===== config.mk =====
export PLATFORM = sky130hd
export DESIGN_NAME = max7219_frame_seq
export DESIGN_NICKNAME = d
export VERILOG_FILES = /design/src/rtl/max7219_pkg.sv /design/src/rtl/max7219_hex_seg.sv /design/src/rtl/max7219_frame_seq.sv
export SDC_FILE = /design/constraint.sdc
export NUM_CORES = 1
export LEC_CHECK = 0
export ABC_AREA = 1
export CORE_MARGIN = 2
export CORE_UTILIZATION = 45
export DETAILED_ROUTE_END_ITERATION = 6
export GPL_TIMING_DRIVEN = 0
export PLACE_DENSITY = 0.68
export SYNTH_ARGS = -nofsm -noshare
export SYNTH_HDL_FRONTEND = slang
export SYNTH_HIERARCHICAL = 1
export SYNTH_SLANG_ARGS = --single-unit

===== constraint.sdc =====
create_clock -name clk -period 6.69 [get_ports clk]
set_input_delay 0.669 -clock clk [delete_from_list [all_inputs] [get_ports clk]]
set_output_delay 0.669 -clock clk [all_outputs]
set_load 0.1 [all_outputs]

===== src/rtl/max7219_pkg.sv =====
// Shared register map, sequencer state encoding and fixed word sequences for the MAX7219 driver.
// Pure declarations: no state and no handshake of its own.
package max7219_pkg;

    typedef enum logic [1:0] {
        ST_IDLE  = 2'd0,
        ST_INIT  = 2'd1,
        ST_FRAME = 2'd2
    } state_t;

    localparam logic [7:0] REG_DECODE    = 8'h09;
    localparam logic [7:0] REG_INTENSITY = 8'h0A;
    localparam logic [7:0] REG_SCANLIM   = 8'h0B;
    localparam logic [7:0] REG_SHUTDOWN  = 8'h0C;
    localparam logic [7:0] REG_TEST      = 8'h0F;

    localparam int INIT_WORDS  = 5;
    localparam int FRAME_WORDS = 9;

    // Init order: leave test mode, wake up, scan all 8 digits, brightness, raw segment mode.
    function automatic logic [15:0] init_word(input logic [3:0] idx, input logic [3:0] inten);
        logic [15:0] w;
        case (idx)
            4'd0:    w = {REG_TEST, 8'h00};
            4'd1:    w = {REG_SHUTDOWN, 8'h01};
            4'd2:    w = {REG_SCANLIM, 8'h07};
            4'd3:    w = {REG_INTENSITY, 4'h0, inten};
            default: w = {REG_DECODE, 8'h00};
        endcase
        return w;
    endfunction

endpackage


===== src/rtl/max7219_hex_seg.sv =====
// Hex nibble to no-decode segment pattern, bit6..0 = A..G.
// Combinational, zero latency, no handshake.
module max7219_hex_seg (
    input  logic [3:0] i_hex,
    output logic [6:0] o_seg
);
    always_comb begin
        case (i_hex)
            4'h0:    o_seg = 7'h7E;
            4'h1:    o_seg = 7'h30;
            4'h2:    o_seg = 7'h6D;
            4'h3:    o_seg = 7'h79;
            4'h4:    o_seg = 7'h33;
            4'h5:    o_seg = 7'h5B;
            4'h6:    o_seg = 7'h5F;
            4'h7:    o_seg = 7'h70;
            4'h8:    o_seg = 7'h7F;
            4'h9:    o_seg = 7'h7B;
            4'hA:    o_seg = 7'h77;
            4'hB:    o_seg = 7'h1F;
            4'hC:    o_seg = 7'h4E;
            4'hD:    o_seg = 7'h3D;
            4'hE:    o_seg = 7'h4F;
            default: o_seg = 7'h47;
        endcase
    end
endmodule


===== src/rtl/max7219_frame_seq.sv =====
// Emits MAX7219 init and 9-word display frames as registered (addr,data) words; first word one cycle
// after the trigger, next word one cycle after each transfer; a word holds while cmd_ready is low.
module max7219_frame_seq
    import max7219_pkg::*;
#(
    parameter int REFRESH_CYCLES = 0
) (
    input  logic        clk,
    input  logic        reset_sw,
    input  logic [31:0] value,
    input  logic [7:0]  dp,
    input  logic [3:0]  intensity,
    input  logic        load,
    output logic        cmd_valid,
    input  logic        cmd_ready,
    output logic [7:0]  cmd_addr,
    output logic [7:0]  cmd_data,
    output logic        busy,
    output logic        init_done
);
    localparam int         CNT_W      = (REFRESH_CYCLES > 1) ? $clog2(REFRESH_CYCLES) : 1;
    localparam logic [3:0] INIT_LAST  = 4'(INIT_WORDS - 1);
    localparam logic [3:0] FRAME_LAST = 4'(FRAME_WORDS - 1);

    state_t           r_state;
    logic [3:0]       r_idx;
    logic [31:0]      r_sh_val;
    logic [7:0]       r_sh_dp;
    logic [3:0]       r_sh_int;
    logic [31:0]      r_wk_val;
    logic [7:0]       r_wk_dp;
    logic             r_pending;
    logic             r_init_done;
    logic [CNT_W-1:0] r_ref_cnt;

    logic [31:0] w_sh_val;
    logic [7:0]  w_sh_dp;
    logic [3:0]  w_sh_int;
    logic        w_xfer;
    logic        w_last;
    logic        w_ref_hit;
    logic        w_frame_go;
    logic        w_init_go;
    logic        w_idle_go;
    logic [3:0]  w_seg_hex;
    logic [6:0]  w_seg;

    // Shadow as it will be after this edge, so a load coinciding with frame entry is not missed.
    assign w_sh_val = load ? value : r_sh_val;
    assign w_sh_dp  = load ? dp : r_sh_dp;
    assign w_sh_int = load ? intensity : r_sh_int;

    assign w_xfer    = cmd_valid && cmd_ready;
    assign w_last    = (r_state == ST_INIT && r_idx == INIT_LAST) ||
                       (r_state == ST_FRAME && r_idx == FRAME_LAST);
    assign w_ref_hit = (REFRESH_CYCLES > 0) && ((int'(r_ref_cnt) + 1) >= REFRESH_CYCLES);

    assign w_frame_go = (r_state == ST_IDLE && load && r_init_done) ||
                        (w_xfer && w_last && (r_state == ST_INIT || r_pending || load));
    assign w_init_go  = (r_state == ST_IDLE) && !w_frame_go && (!r_init_done || w_ref_hit);
    assign w_idle_go  = w_xfer && w_last && !w_frame_go;

    // Word idx+1 shows digit idx, so the lookup runs one word ahead of the presented one.
    assign w_seg_hex = r_wk_val[{r_idx[2:0], 2'b00} +: 4];

    max7219_hex_seg u_hex_seg (
        .i_hex (w_seg_hex),
        .o_seg (w_seg)
    );

    assign busy      = (r_state != ST_IDLE);
    assign init_done = r_init_done;

    always_ff @(posedge clk) begin
        if (reset_sw) begin
            r_state     <= ST_IDLE;
            r_idx       <= '0;
            cmd_valid   <= 1'b0;
            cmd_addr    <= '0;
            cmd_data    <= '0;
            r_init_done <= 1'b0;
            r_pending   <= 1'b0;
            r_sh_val    <= '0;
            r_sh_dp     <= '0;
            r_sh_int    <= 4'hF;
            r_wk_val    <= '0;
            r_wk_dp     <= '0;
            r_ref_cnt   <= '0;
        end else begin
            r_sh_val <= w_sh_val;
            r_sh_dp  <= w_sh_dp;
            r_sh_int <= w_sh_int;

            if (w_frame_go) begin
                r_state   <= ST_FRAME;
                r_idx     <= '0;
                r_wk_val  <= w_sh_val;
                r_wk_dp   <= w_sh_dp;
                r_pending <= 1'b0;
                cmd_valid <= 1'b1;
                cmd_addr  <= REG_INTENSITY;
                cmd_data  <= {4'h0, w_sh_int};
            end else if (w_init_go) begin
                r_state   <= ST_INIT;
                r_idx     <= '0;
                r_pending <= r_pending || load;
                cmd_valid <= 1'b1;
                {cmd_addr, cmd_data} <= init_word(4'd0, w_sh_int);
            end else if (w_idle_go) begin
                r_state   <= ST_IDLE;
                cmd_valid <= 1'b0;
            end else begin
                if (load && r_state != ST_IDLE) begin
                    r_pending <= 1'b1;
                end
                if (w_xfer) begin
                    r_idx <= r_idx + 4'd1;
                    if (r_state == ST_INIT) begin
                        {cmd_addr, cmd_data} <= init_word(r_idx + 4'd1, w_sh_int);
                    end else begin
                        cmd_addr <= {4'h0, r_idx + 4'd1};
                        cmd_data <= {r_wk_dp[r_idx[2:0]], w_seg};
                    end
                end
            end

            if (w_xfer && w_last && r_state == ST_INIT) begin
                r_init_done <= 1'b1;
            end

            if (r_state == ST_IDLE && !w_frame_go && !w_init_go) begin
                r_ref_cnt <= r_ref_cnt + CNT_W'(1);
            end else begin
                r_ref_cnt <= '0;
            end
        end
    end

endmodule


==> results_dict.tcl <==
set metrics [dict create \
    viasPerCell 5.027 \
    wl_mm 11.42 \
    path_cells "clkbuf_1 > inv_1 > buf_2 > clkbuf_1 > o21ai_0 > a31oi_1 > inv_1 > ha_1 > nand2_2 > nand2_1 > nand2_1 > nand2_1 > inv_1 > nor2_1 > o21ai_0 > nand3_1 > nand2_1 > inv_1" \
    hpwlAfterDp_mm 8.469 \
    drtAntennaViolNets 0 \
    yosys_warnings 6 \
    ff2ff_setup_slack_ps 3390 \
    cp_slowest_stage_delay_ps 550 \
    die_x_um 105.1 \
    insertion_delay_ps 380 \
    die_area_um2 11040 \
    cts_buffers 9 \
    cts_setup_buffers 0 \
    powerDensity_nw_per_um2 228.7 \
    grt_max_degree 19 \
    cts.sinks 105 \
    hold_class "reg -> reg" \
    cts_max_level 3 \
    r2r-end "cmd_data[1]" \
    cp.arrival_ps 3590 \
    crit_family "buffers and inverters" \
    hp-start "r_sh_int[1]" \
    crit-reg2reg-launch "r_idx[0]" \
    slowest_stage "a31oi_1" \
    crit_buf_inv 7 \
    post-route-drc-count 0 \
    cts_buffer_depth 2 \
    dr.pass1.iters 4 \
    antennaDiodeCount 0 \
    nets 776 \
    final_common_cell "nor2_1" \
    cp_max_fo 11 \
    dp.cells 838 \
    gp_routability_congestion 0.8918 \
    grt_overflow_total 0 \
    required_ps 6980 \
    most-common-layout-cells "nor2_1, dfxtp_1, nand2_1" \
    core_area_um2 9864 \
    ys_seq_area_share_pct 45.74 \
    finalHoldViolCount 0 \
    synth_cell_types 29 \
    boundaryPins 67 \
    hold_end "r_sh_int[1]" \
    max_freq_mhz 302.9 \
    slew_headroom_pct 33.91 \
    fp-row-count 36 \
    cts_resized 0 \
    instances_no_fill 854 \
    ir_drop_v 0.0001181 \
    crit_start "r_idx[0]" \
    start_util_pct 46.59 \
    routed-via-count 4293 \
    holdPathStages 2 \
    max_slew.worst_pin.slew_ps 988.3 \
    fp.dieH_um 105.1 \
    syn_area_um2 4596 \
    finalPower_mw 1.274 \
    dr.first_iter.drc_count 195 \
    grt_first_pass_wirelength_mm 19.02 \
    wl_per_cell_um 13.37 \
    setup_viol 0 \
    area_growth_pct 21.24 \
    fillCellCount 970 \
    cts_tree "done" \
    maxCapViolCount 0 \
    syn_avg_cell_area_um2 7.170 \
    path_clk_slew_ps 110 \
    ys_ff_latch 105 \
    finalCritPeriodShare_pct 49.34 \
    worstSetupPathType "reg -> reg" \
    grt_pass1_vias 4216 \
    syn-instance-count 641 \
    finalMaxSlewViolations 0 \
    grt_setup_unrepaired "no" \
    fin_crit_ps 3301 \
    postCtsHoldBufs 0 \
    numPortBuffers 61 \
    antenna_found_initial 0 \
    layout-drive-gt1-share_pct 6.796 \
    start_kind "flop" \
    tns_ps 0 \
    finalClockSkew_ps 10.04 \
    track_usage_pct 21.16 \
    end_kind "flop" \
    status "finished clean" \
    p_leak_nw 2.672 \
    clockRootBuffer "clkbuf_8" \
    r2r_cells 18 \
]
[flip-flops by register name, summed over array words and instances, names as in the netlist, 2 cells and up]
name      flops
cmd_data      8
r_idx         4
r_sh_int      4
cmd_addr      4
r_sh_dp       8
r_wk_val     32
r_state       2
r_sh_val     32
r_wk_dp       8
[worst reg2reg max path, delay by kind of cell, from the launching register on]
family,cells,cell delay [ps]
buf+inv,7,1260
compound gates,3,930
simple gates,7,400
flops,1,360
fa+ha+maj,1,240
[stage by stage]
stage	util, %	worst slack [ps]	hold slack, ps	instance area, µm²
finish	56.48	3389	463.5	5572
floorplan	-	4219	424.3	4607
detailed placement	54.58	3416	439.6	5384
CTS	56.48	3409	466.3	5572
global placement	54.58	3520	433.9	5384
global route	56.48	3043	485.1	5572
[cell usage after synthesis, drive strengths merged]
cell | n | share of area [%]
ha | 12 | 3.3
a21oi | 13 | 1.4
nand4 | 6 | 0.82
xnor2 | 1 | 0.35
o221ai | 2 | 0.38
or2 | 2 | 0.27
buf | 19 | 2.3
o21a | 1 | 0.16
o211ai | 3 | 0.49
nand2 | 92 | 7.7
o21ai | 71 | 7.7
clkbuf | 19 | 1.6
nor2 | 141 | 12
nand3 | 22 | 2.4
conb | 1 | 0.082
o22ai | 44 | 6.0
nor3 | 3 | 0.54
inv | 80 | 6.5
dfxtp | 105 | 46
a31oi | 4 | 0.54
[how the worst max path moves through the flow]
stage / endpoint / cells after the start
after global routing: cmd_data[3] / 16
after floorplan: cmd_data[1] / 18
after global placement: cmd_data[1] / 18
after detailed placement: cmd_data[1] / 18
after CTS: cmd_data[1] / 18
final: cmd_data[1] / 18
[routing by layer]
layer,global-route usage (%),vias to the layer above,part of all wire [%]
met4,7.524,0,1.4
met5,0,-,0
li1,-,2206,-
met2,36.36,96,47
met3,2.620,14,5.2
met1,27.26,1977,46
[report_power, final]
group / internal, mW / leakage [nW] / switching (mW)
clock: 0.150 / 0.0948 / 0.233
sequential: 0.652 / 0.861 / 0.00932
combinational: 0.0770 / 1.72 / 0.152
[cell type report]
class	count	area, µm²	share of cell area (%)
Clock buffer	10	137.6	2.470
Inverter	80	300.3	5.390
Clock inverter	6	50.05	0.8983
Timing Repair Buffer	61	610.6	10.96
Multi-Input combinational cell	421	2027	36.38
Buffer	38	177.7	3.189
Tap cell	133	166.4	2.987
Sequential cell	105	2102	37.73
[cells by family after synthesis]
logic type	synth area share (%)
flops	45.74
simple gates	23.44
compound gates	16.72
buf+inv	10.40
other cells	0.08160
xor+xnor	0.3540
fa+ha+maj	3.267
Power figures use the tool's default switching activity.
